$ cat config.mk
export PLATFORM = sky130hd
export DESIGN_NAME = serdesphy_rx_aligner
export DESIGN_NICKNAME = d
export VERILOG_FILES = /design/src/rtl/serdesphy_pkg.sv /design/src/rtl/serdesphy_rx_aligner.sv
export SDC_FILE = /design/constraint.sdc
export NUM_CORES = 1
export LEC_CHECK = 0
export BUFFER_PORTS_ARGS = -buffer_cell sky130_fd_sc_hd__buf_2
export CORE_MARGIN = 2
export CORE_UTILIZATION = 40
export CTS_BUF_LIST = sky130_fd_sc_hd__clkbuf_8
export CTS_CLUSTER_SIZE = 20
export DETAILED_ROUTE_END_ITERATION = 10
export MAX_ROUTING_LAYER = met4
export PLACE_DENSITY = 0.68
export SETUP_SLACK_MARGIN = 0.5
export SLEW_MARGIN = 20
export SYNTH_ARGS = -nofsm -noshare
export SYNTH_HDL_FRONTEND = slang
export SYNTH_SLANG_ARGS = --single-unit
$ cat constraint.sdc
create_clock -name clk_240m_rx -period 2.36 [get_ports clk_240m_rx]
set_input_delay 0.118 -clock clk_240m_rx [delete_from_list [all_inputs] [get_ports clk_240m_rx]]
set_output_delay 0.118 -clock clk_240m_rx [all_outputs]
set_load 0.005 [all_outputs]
$ cat src/rtl/serdesphy_pkg.sv
// ----------------------------------------------------------------------------
// serdesphy_pkg
// Shared definitions for the SerDes PHY framing logic (RX aligner, TX framer).
//   align_state_t      : RX aligner hunt/verify/locked states
//   DEFAULT_SYNC_*     : default framing sync word and its width
//   DEFAULT_FRAME_LEN  : payload nibbles per frame
//   DEFAULT_LOCK_HITS  : good syncs needed to declare lock
//   DEFAULT_MISS_LIMIT : bad syncs tolerated in lock before re-hunting
//   frame_bits()       : total wire bits per frame (sync + payload)
// ----------------------------------------------------------------------------
package serdesphy_pkg;

    typedef enum logic [1:0] {
        ALIGN_HUNT   = 2'd0,
        ALIGN_VERIFY = 2'd1,
        ALIGN_LOCKED = 2'd2
    } align_state_t;

    localparam int         NIBBLE_W           = 4;
    localparam int         ERR_CNT_W          = 8;
    localparam int         DEFAULT_SYNC_W     = 8;
    localparam logic [7:0] DEFAULT_SYNC_WORD  = 8'hBC;
    localparam int         DEFAULT_FRAME_LEN  = 4;
    localparam int         DEFAULT_LOCK_HITS  = 3;
    localparam int         DEFAULT_MISS_LIMIT = 4;

    // Number of serial bits in one frame: the sync word followed by the
    // payload nibbles.
    function automatic int frame_bits(input int sync_w, input int frame_len);
        return sync_w + frame_len * NIBBLE_W;
    endfunction

endpackage

$ cat src/rtl/serdesphy_rx_aligner.sv
// ----------------------------------------------------------------------------
// serdesphy_rx_aligner
// Finds the framing sync word in the recovered serial bitstream, confirms it
// over several frames, then packs payload bits (MSB first) into nibbles.
//
// Ports
//   clk_240m_rx      in   RX recovered-domain clock
//   rst              in   synchronous active-high reset
//   rx_serial_data   in   serial bit from the PMA deserializer
//   rx_serial_valid  in   bit qualifier; everything is frozen while low
//   align_en         in   0 holds the aligner in HUNT with no output
//   align_rst        in   synchronous re-hunt request (same effect as rst)
//   rx_nibble        out  packed payload nibble, first received bit in [3]
//   rx_nibble_valid  out  one-cycle strobe qualifying rx_nibble
//   rx_aligned       out  high only while LOCKED
//   sync_miss        out  one-cycle strobe per bad sync while LOCKED
//   sync_err_cnt     out  saturating count of sync misses while LOCKED
// ----------------------------------------------------------------------------
module serdesphy_rx_aligner
    import serdesphy_pkg::*;
#(
    parameter int                SYNC_W     = DEFAULT_SYNC_W,
    parameter logic [SYNC_W-1:0] SYNC_WORD  = DEFAULT_SYNC_WORD,
    parameter int                FRAME_LEN  = DEFAULT_FRAME_LEN,
    parameter int                LOCK_HITS  = DEFAULT_LOCK_HITS,
    parameter int                MISS_LIMIT = DEFAULT_MISS_LIMIT
) (
    input  logic                 clk_240m_rx,
    input  logic                 rst,
    input  logic                 rx_serial_data,
    input  logic                 rx_serial_valid,
    input  logic                 align_en,
    input  logic                 align_rst,
    output logic [NIBBLE_W-1:0]  rx_nibble,
    output logic                 rx_nibble_valid,
    output logic                 rx_aligned,
    output logic                 sync_miss,
    output logic [ERR_CNT_W-1:0] sync_err_cnt
);

    localparam int               FRAME_BITS   = frame_bits(SYNC_W, FRAME_LEN);
    localparam int               PAYLOAD_BITS = FRAME_LEN * NIBBLE_W;
    localparam int               CNT_W        = $clog2(FRAME_BITS);
    localparam logic [CNT_W-1:0] LAST_BIT     = CNT_W'(FRAME_BITS - 1);
    localparam logic [CNT_W-1:0] PAYLOAD_END  = CNT_W'(PAYLOAD_BITS);
    localparam logic [3:0]       LOCK_HITS_C  = 4'(LOCK_HITS);
    localparam logic [3:0]       MISS_LIMIT_C = 4'(MISS_LIMIT);

    align_state_t         state, state_next;
    logic [SYNC_W-2:0]    sr, sr_next;
    logic [CNT_W-1:0]     bit_cnt, bit_cnt_next, bit_cnt_inc;
    logic [3:0]           hits, hits_next, hits_inc;
    logic [3:0]           miss, miss_next, miss_inc;
    logic [SYNC_W-1:0]    window;
    logic                 match;
    logic                 at_sync_end;
    logic                 at_nibble_end;
    logic [NIBBLE_W-1:0]  nibble_next;
    logic                 nibble_valid_next;
    logic                 aligned_next;
    logic                 sync_miss_next;
    logic [ERR_CNT_W-1:0] err_cnt_next;

    // Only SYNC_W-1 history bits are stored; the current bit completes the
    // window, so a match is seen in the same cycle as the last sync bit.
    // The low bits of the window double as the nibble packer because the
    // payload is shifted through the same history register.
    always_comb begin
        window        = {sr, rx_serial_data};
        match         = (window == SYNC_WORD);
        at_sync_end   = (bit_cnt == LAST_BIT);
        at_nibble_end = (bit_cnt < PAYLOAD_END) && (bit_cnt[1:0] == 2'b11);
        bit_cnt_inc   = at_sync_end ? '0 : bit_cnt + CNT_W'(1);
        hits_inc      = hits + 4'd1;
        miss_inc      = miss + 4'd1;
    end

    // Next-state and registered-output logic. align_en low takes effect
    // whether or not a bit is present, so a disabled aligner drops lock on
    // the next clock and any partially assembled nibble is simply never
    // emitted. Without a valid bit nothing else moves and no strobe fires.
    // A failed check in VERIFY returns to HUNT without re-examining the
    // current window; the next valid bit starts a fresh search.
    always_comb begin
        state_next        = state;
        sr_next           = sr;
        bit_cnt_next      = bit_cnt;
        hits_next         = hits;
        miss_next         = miss;
        nibble_next       = rx_nibble;
        nibble_valid_next = 1'b0;
        sync_miss_next    = 1'b0;
        err_cnt_next      = sync_err_cnt;

        if (!align_en) begin
            state_next   = ALIGN_HUNT;
            bit_cnt_next = '0;
            hits_next    = '0;
            miss_next    = '0;
            if (rx_serial_valid) begin
                sr_next = window[SYNC_W-2:0];
            end
        end else if (rx_serial_valid) begin
            sr_next = window[SYNC_W-2:0];
            case (state)
                ALIGN_HUNT: begin
                    if (match) begin
                        state_next   = ALIGN_VERIFY;
                        hits_next    = 4'd1;
                        bit_cnt_next = '0;
                    end
                end

                ALIGN_VERIFY: begin
                    bit_cnt_next = bit_cnt_inc;
                    if (at_sync_end) begin
                        if (match) begin
                            hits_next = hits_inc;
                            if (hits_inc >= LOCK_HITS_C) begin
                                state_next = ALIGN_LOCKED;
                                miss_next  = '0;
                            end
                        end else begin
                            state_next   = ALIGN_HUNT;
                            hits_next    = '0;
                            bit_cnt_next = '0;
                        end
                    end
                end

                ALIGN_LOCKED: begin
                    bit_cnt_next = bit_cnt_inc;
                    if (at_nibble_end) begin
                        nibble_next       = window[NIBBLE_W-1:0];
                        nibble_valid_next = 1'b1;
                    end
                    // Frame timing is kept across misses; only the miss
                    // budget running out sends the aligner back to HUNT.
                    if (at_sync_end) begin
                        if (match) begin
                            miss_next = '0;
                        end else begin
                            sync_miss_next = 1'b1;
                            if (sync_err_cnt != {ERR_CNT_W{1'b1}}) begin
                                err_cnt_next = sync_err_cnt + ERR_CNT_W'(1);
                            end
                            if (miss_inc >= MISS_LIMIT_C) begin
                                state_next   = ALIGN_HUNT;
                                miss_next    = '0;
                                hits_next    = '0;
                                bit_cnt_next = '0;
                            end else begin
                                miss_next = miss_inc;
                            end
                        end
                    end
                end

                default: begin
                    state_next = ALIGN_HUNT;
                end
            endcase
        end

        aligned_next = (state_next == ALIGN_LOCKED);
    end

    // State and output registers; rst and align_rst share one clear path.
    always_ff @(posedge clk_240m_rx) begin
        if (rst || align_rst) begin
            state           <= ALIGN_HUNT;
            sr              <= '0;
            bit_cnt         <= '0;
            hits            <= '0;
            miss            <= '0;
            rx_nibble       <= '0;
            rx_nibble_valid <= 1'b0;
            rx_aligned      <= 1'b0;
            sync_miss       <= 1'b0;
            sync_err_cnt    <= '0;
        end else begin
            state           <= state_next;
            sr              <= sr_next;
            bit_cnt         <= bit_cnt_next;
            hits            <= hits_next;
            miss            <= miss_next;
            rx_nibble       <= nibble_next;
            rx_nibble_valid <= nibble_valid_next;
            rx_aligned      <= aligned_next;
            sync_miss       <= sync_miss_next;
            sync_err_cnt    <= err_cnt_next;
        end
    end

endmodule
Word-level counts from Yosys, hierarchy flattened
Index checks and enable logic that the tools add are counted.

cells by class
  add/subtract/negate cells = 4
  multipliers = 0
  divide/modulo/power cells = 0
  magnitude comparators = 3
  equal/unequal tests = 14
  shift-type cells = 0
  mux-type cells = 34
  bitwise operators = 5
  reduce and logical (&&, ||, !) cells = 13

operators with widths
  cell                 count
  $mux 4               12
  $mux 5               7
  $mux 2               9
  $pmux 5 s3           1
  $ne 2x2->1 const B   7
  $pmux 4 s3           1
  $reduce_and 6->1     2
  $add 4x1->4 const B  2
  $add 8x1->8 const B  1
  $eq 8x8->1 const B   1
  $ne 8x8->1 const B   1
  $pmux 4 s2           1
  $reduce_and 7->1     1
  $eq 2x2->1 const B   3
  $pmux 2 s3           1
  $add 5x1->5 const B  1
  $eq 5x5->1 const B   1
  $lt 5x5->1 const B   1
  $not 1->1            5
  $reduce_or 5->1      1
  $ge 4x2->1 const B   1
  $ge 4x3->1 const B   1
  $reduce_and 4->1     1
  $reduce_or 4->1      1
  9 further kinds      10

storage, ports and cells
  bits in registers = 37
  latch bits = 0
  bits in writable memories = 0
  ROM bits = 0
  bits of input ports = 6
  logic and storage cells = 83
  memories = 0

Depth between registers and ports, before layout
Gate-level depths: netlist of the first run.

  word-level depth = 9
  mapped depth = 8

Worst setup path after synthesis of the first run
OpenSTA, ideal clock, no wires.

  kind = register to register
  start point = register state[0]
  end point = register hits[2]
  data arrival time = 1.903 ns
  data required time = 2.289 ns
  setup slack = 0.387 ns
  cell stages (with the launch flop) = 8
  buffers on the path = 0
  clock period less this slack = 1.973 ns
  cell sequence = dfxtp_1 inv_1 ha_1 and3_1 a31oi_4 o2111ai_4 or4_1 a21oi_1

between the ends
  longest elaborated chain between the ends = 3
  elaborated cells between the ends (all ways) = 11

ends and longest elaborated chain
  what                                                              RTL line                     source
  from (decl)                                                       serdesphy_rx_aligner.sv:49   align_state_t state, state_next;
  from (signal assigned)                                            serdesphy_rx_aligner.sv:182  state <= state_next;
  $eq 2x2->1, or another cell as far along                          serdesphy_rx_aligner.sv:105  case (state)
  $ne 2x2->1 (no source line) or $reduce_bool 3->1 (tied branches)  -
  $reduce_and 7->1 (no source line)                                 -
  to (signal assigned)                                              serdesphy_rx_aligner.sv:185  hits <= hits_next;
  to (decl)                                                         serdesphy_rx_aligner.sv:52   logic [3:0] hits, hits_next, hits_inc;

Parallel ways exist; a longest one is shown, timed or not.
A chain may end at the register's enable or synchronous reset.

Worst setup path in the final report of the first run
  start point = register hits[0]
  end point = register state[0]

between the ends
  longest elaborated chain between the ends = 8

ends and longest elaborated chain
  what         RTL line                     source
  $add 4x1->4  serdesphy_rx_aligner.sv:74   hits_inc = hits + 4'd1;
  $ge 4x2->1   serdesphy_rx_aligner.sv:119  if (hits_inc >= LOCK_HITS_C) begin
  $mux 2       serdesphy_rx_aligner.sv:119
  $mux 2       serdesphy_rx_aligner.sv:117  if (match) begin
  $mux 2       serdesphy_rx_aligner.sv:116  if (at_sync_end) begin
  $pmux 2 s3   serdesphy_rx_aligner.sv:105
  $mux 2       serdesphy_rx_aligner.sv:103  end else if (rx_serial_valid) begin
  $mux 2       serdesphy_rx_aligner.sv:95   if (!align_en) begin

Every way passes these cells.

==> impl_metrics.json, run 1 <==
{
  "syn_area_sq_mm": 0.00201,
  "finalSetupViolCount": 0,
  "die_w_um": 74.9,
  "switchingPower_mw": 0.241,
  "clockPowerShare": 0.425,
  "syn_area_per_cell_sq_um": 9.35,
  "report.final.slew_viol_count": 0,
  "clock_sinks": 37,
  "fin_util": 0.522,
  "final-hold-violation-count": 0,
  "yosysMostFrequentCell": "dfxtp_1",
  "final_nets": 262,
  "routabilityCongestion": 0.847,
  "fin_skew_ps": 6.19,
  "grt.total_usage": 0.167,
  "timing.hold.ws_ps": 120,
  "cap_viol_max_count": 0,
  "grt_pass1_vias": 1524,
  "reg2reg_depth": 6,
  "grt_pass1_wl_um": 7000,
  "antenna_left": 0,
  "r2r-start": "hits[0]",
  "htree_levels": 2,
  "diodes": 0,
  "synth_cell_types": 56,
  "synth_cells": 215,
  "tightest_slew_ps": 487,
  "vias": 1711,
  "num_io_pins": 21,
  "hold_depth": 3,
  "start_kind": "register",
  "fp.dieH_um": 74.9,
  "period_needed_ps": 1850,
  "ys_seq_area_frac": 0.368,
  "fin_crit_sh": 0.784,
  "synth.area.top_cells": "dfxtp_1, mux2i_1, ha_1",
  "rows": 25,
  "hpwl_um": 2970,
  "path_clk_slew_ps": 70,
  "worstPathMaxFanout": 4,
  "dr.pass1.iters": 4,
  "ys_ff_latch": 37,
  "fmax_mhz": 541,
  "fin_setup_tns_ps": 0,
  "ys.flop_type": "dfxtp_1",
  "crit_arrival_ps": 2070,
  "cts_made_buffers": 5,
  "port_buffers": 20,
  "worstPathRequired_ps": 2580,
  "clock-root-buffer": "clkbuf_8",
  "p_total_mw": 1.14,
  "drive_gt1_frac": 0.347,
  "preCtsSetupSlack_ps": 305,
  "syn_nets": 230,
  "drc": 0,
  "path_class": "register to register",
  "cp-end-kind": "register",
  "switching_share": 0.212,
  "p_seq_frac": 0.546,
  "ir_drop_mv": 0.461,
  "netlist.area_leader.share": 0.368,
  "routed_wl_um": 4400,
  "nFillCells": 427,
  "die_area_sq_mm": 0.00561,
  "pwr-share-comb": 0.029,
  "core_area_sq_mm": 0.00479,
  "worstSetupStartpoint": "hits[0]",
  "rrSetupSlack_ps": 510,
  "grt_max_degree": 21,
  "p_int_mw": 0.897,
  "min_path_type": "primary input to register",
  "cellLeakagePower_nw": 0.899,
  "r2r_end": "state[0]",
  "setup_ws_ps": 510,
  "grt-ovfl-total": 0,
  "yosys_warnings": 0,
  "crit_end": "state[0]",
  "synthTopCellsByCount": "dfxtp_1, nor2_1, mux2i_1, nand2_1, ha_1",
  "area_growth_pct": 24.2,
  "slew-limit-headroom": 0.674,
  "initial_core_util": 0.420,
  "async_flop_share": 0,
  "yosysTopAreaCell": "dfxtp_1",
  "post_drt_via_cell_ratio": 5.43,
  "status": "complete, no violations",
  "hp-start": "rx_serial_data",
  "synth_edf_count": 0,
  "power_density_mw_per_mm2": 456,
  "wl_per_cell_um": 14.0,
  "clock_tree.buffer_depth": 2,
  "cts_tree": "built",
  "rsz0062_at_grt": "yes",
  "antenna_found_initial": 0,
  "worstSkewPairLatency_ps": 290,
  "first_iter_violations": 66
}
==> per-layer routing <==
metal	global-route usage	routed length, um
met2	0.261	2180
met3	0.0361	119
met1	0.215	2030
met5	-	0
met4	0.0556	72
==> power by group through the flow <==
stage | sequential (mW) | combinational, mW | clock, mW
3_3_place_gp | 0.640 | 0.0318 | 0
6_report | 0.622 | 0.0331 | 0.483
5_1_grt | 0.622 | 0.0367 | 0.522
2_1_floorplan | 0.640 | 0.0223 | 0
3_5_place_dp | 0.640 | 0.0318 | 0
4_1_cts | 0.624 | 0.0321 | 0.500
==> sequential cells by signal, summed over array words and instances (netlist names) <==
signal and cells:
miss 4, hits 4, rx_aligned 1, sync_miss 1, rx_nibble_valid 1, sync_err_cnt 8
sr 7, bit_cnt 5, rx_nibble 4, state 2
==> worst max-delay path, cell delays in order, from the launching register on <==
cell and delay (ps):
dfxtp_4 350, ha_2 200, or4_4 490, o31ai_4 90
a31oi_1 130, a311oi_1 330, and2_1 190
==> logic make-up (layout without fill, tap and decap cells) <==
group,Yosys count,in the layout,synth area share
muxes,13,13,0.0653
DFF,37,37,0.368
buffers and inverters,16,49,0.0429
xor gates and xnor gates,4,4,0.0174
adders and majority gates,9,9,0.0560
and+or+nand+nor,88,88,0.256
AOI/OAI and AO/OA,48,48,0.194
==> placed cells by master (no fill, tap or decap), drive strengths merged, types with 5 or more instances in the layout <==
cell type / count
nand3: 6
or4: 7
a31oi: 6
nor2b: 5
mux2i: 12
nand2: 12
o21ai: 8
inv: 7
o31ai: 7
dfxtp: 37
a21oi: 9
nor2: 24
buf: 34
and2: 6
clkbuf: 7
ha: 9
==> layout make-up <==
cell class | count | area [sq um] | area share
Clock inverter | 1 | 5.00 | 0.00200
Tap cell | 67 | 83.8 | 0.0336
Clock buffer | 7 | 96.3 | 0.0386
Inverter | 7 | 26.3 | 0.0105
Timing Repair Buffer | 34 | 205 | 0.0822
Sequential cell | 37 | 757 | 0.303
Multi-Input combinational cell | 162 | 1320 | 0.530
==> worst min-delay path by stage <==
stage / end / slack (ps)
finish: rx_nibble[0] / 120
global route: rx_nibble[0] / 150
CTS: rx_nibble[0] / 110
detailed placement: sr[0] / 410
global placement: sr[0] / 400
floorplan: rx_nibble[0] / 270
==> metrics by stage <==
stage,instances,instance area (sq um)
6_report,315,2500
5_1_grt,315,2500
4_1_cts,310,2390
3_5_place_dp,296,2160
3_3_place_gp,296,2160
2_1_floorplan,215,2010
==> timing repair <==
action | in CTS | in global routing
gates resized for setup | 20 | 20
hold endpoints to repair | 0 | 0
setup endpoints to repair | 15 | 17
buffers inserted | 6 | 5
cloned | 0 | 0
pin swaps | 9 | 11
hold buffers | 0 | 0
No activity file was read; power rests on OpenSTA's default activity.
==> run 2: changes to the inputs <==
--- a/config.mk
+++ b/config.mk
@@ -12,7 +12,7 @@
 export CTS_CLUSTER_SIZE = 20
 export DETAILED_ROUTE_END_ITERATION = 10
 export MAX_ROUTING_LAYER = met4
-export PLACE_DENSITY = 0.68
+export PLACE_DENSITY = 0.7
 export SETUP_SLACK_MARGIN = 0.5
 export SLEW_MARGIN = 20
 export SYNTH_ARGS = -nofsm -noshare
==> constraint.sdc (replaced) <==
create_clock -name clk_240m_rx -period 1.7 [get_ports clk_240m_rx]
set_input_delay 0.085 -clock clk_240m_rx [delete_from_list [all_inputs] [get_ports clk_240m_rx]]
set_output_delay 0.085 -clock clk_240m_rx [all_outputs]
set_load 0.005 [all_outputs]
==> impl_metrics.json, run 2 (synthesis gave the netlist of run 1 again) <==
{
  "rows": 25,
  "wl_per_cell_um": 13.6,
  "instances_no_fill": 354,
  "antenna_found_initial": 0,
  "largest_reg_flops": 8,
  "routed_wl_um": 4820,
  "rsz0062_at_grt": "yes",
  "core_area_sq_mm": 0.00479,
  "die_area_sq_mm": 0.00561,
  "start_kind": "register",
  "cp_slowest_stage_delay_ps": 560,
  "cellLeakagePower_nw": 1.11,
  "timing.hold.ws_ps": 152,
  "power_density_mw_per_mm2": 534,
  "htree_levels": 2,
  "hpwl_um": 3440,
  "rrSetupSlack_ps": -170,
  "vias": 1843,
  "cts_made_buffers": 5,
  "crit_arrival_ps": 2090,
  "antenna_left": 0,
  "path_clk_slew_ps": 80,
  "worstSkewPairLatency_ps": 290,
  "period_needed_ps": 1870,
  "routabilityCongestion": 0.854,
  "worstSetupStartpoint": "state[0]",
  "fin_crit_sh": 1.10,
  "initial_core_util": 0.420,
  "fp.dieH_um": 74.9,
  "slew-limit-headroom": 0.741,
  "grt-ovfl-total": 0,
  "num_io_pins": 21,
  "grt_pass1_vias": 1760,
  "report.final.slew_viol_count": 0,
  "cts_tree": "built",
  "grt_pass1_wl_um": 8060,
  "first_iter_violations": 87,
  "finalInstanceArea_sq_mm": 0.00283,
  "worstPathRequired_ps": 1920,
  "clock_tree.buffer_depth": 2,
  "top_register": "sync_err_cnt",
  "crit_chain": "inv_2, ha_4, and3_4, a31oi_4, o2111ai_4, or4_4, a21oi_2",
  "violations": "setup timing",
  "cp-end-kind": "register",
  "fmax_mhz": 536,
  "grt_max_degree": 21,
  "layout_commonest_cell": "buf_4",
  "crit_slowest_cell": "or4_4",
  "tightest_slew_ps": 386,
  "final_cell_mix": "buf_4, dfxtp_1, nor2_1, buf_2, mux2i_1",
  "ir_drop_mv": 0.413,
  "worstPathMaxFanout": 5,
  "dpl_cell_area_sq_mm": 0.00262,
  "area_growth_pct": 40.9,
  "status": "complete, but fails checks",
  "fin_util": 0.592,
  "final_nets": 301,
  "numPlacedInstances": 343,
  "min_path_type": "primary input to register",
  "fin_skew_ps": 8.23,
  "finalSetupViolCount": 15,
  "diodes": 0,
  "clock_sinks": 37,
  "grt.total_usage": 0.193,
  "clock-root-buffer": "clkbuf_8",
  "r2r_end": "hits[1]",
  "final-hold-violation-count": 0,
  "reg2reg_depth": 7,
  "largestRegisters": "sync_err_cnt x8, sr x7, bit_cnt x5",
  "path_class": "register to register",
  "setup_ws_ps": -166,
  "cap_viol_max_count": 0,
  "die_w_um": 74.9,
  "crit_end": "hits[1]",
  "r2r-start": "state[0]",
  "drive_gt1_frac": 0.443,
  "preCtsSetupSlack_ps": -157,
  "dr.pass1.iters": 4,
  "port_buffers": 20,
  "post_drt_via_cell_ratio": 5.21,
  "drc": 0,
  "postCtsHoldBufs": 0
}
==> run 2: changes by cell type in the layout (fill, tap and decap cells not counted), moves of 2 or more <==
cell	previous run	this run
clkbuf_8	7	5
o21ai_1	0	4
dfxtp_4	3	1
buf_4	14	49
buf_6	0	4
o21ai_0	7	3
==> run 2: worst min path at each step <==
| stage | cells past startpoint | endpoint | startpoint |
|---|---|---|---|
| 2_1_floorplan | 2 | rx_nibble[0] | rx_serial_data |
| 3_3_place_gp | 4 | sr[0] | rx_serial_data |
| 3_5_place_dp | 4 | sr[0] | rx_serial_data |
| 4_1_cts | 4 | sr[0] | rx_serial_data |
| 5_1_grt | 4 | sr[0] | rx_serial_data |
| 6_report | 4 | sr[0] | rx_serial_data |
==> run 2: repair_timing <==
item,CTS,global route
cloned,0,0
hold endpoints to repair,0,0
resized for setup,14,13
endpoints found under the setup margin,30,30
pin swaps,7,4
setup buffers,2,1
==> run 2: final cells by class <==
class / instances / area (sq um)
Fill cell: 397 / 1950
Multi-Input combinational cell: 162 / 1370
Sequential cell: 37 / 751
Timing Repair Buffer: 73 / 513
Tap cell: 67 / 83.8
Clock buffer: 5 / 68.8
Inverter: 7 / 28.8
Clock inverter: 3 / 13.8
==> run 2: metrics by stage <==
stage	power [mW]	TNS [ps]
finish	1.51	-1340
global route	1.57	-2900
CTS	1.53	-882
detailed placement	0.935	-1090
global placement	0.935	-608
floorplan	0.917	-144
==> run 2: metal layers <==
metal / wire length [um] / global-route usage / up-vias / share of wire
met5: 0 / - / - / 0
met1: 2180 / 0.233 / 867 / 0.45
li1: - / - / 936 / -
met3: 156 / 0.0375 / 10 / 0.032
met4: 53 / 0.0516 / 0 / 0.011
met2: 2430 / 0.329 / 30 / 0.50
==> run 2: where the power goes <==
| part | switching [mW] | internal [mW] |
|---|---|---|
| sequential | 0.000379 | 0.865 |
| clock | 0.317 | 0.278 |
| combinational | 0.0310 | 0.0197 |
| total | 0.349 | 1.16 |
==> run 2: worst max-delay path: cells and delay by family (launching register included) <==
| kind | cells | cell delay, ps |
|---|---|---|
| simple gates | 2 | 720 |
| flops | 1 | 350 |
| buf+inv | 1 | 60 |
| fa+ha+maj | 1 | 180 |
| compound gates | 3 | 500 |
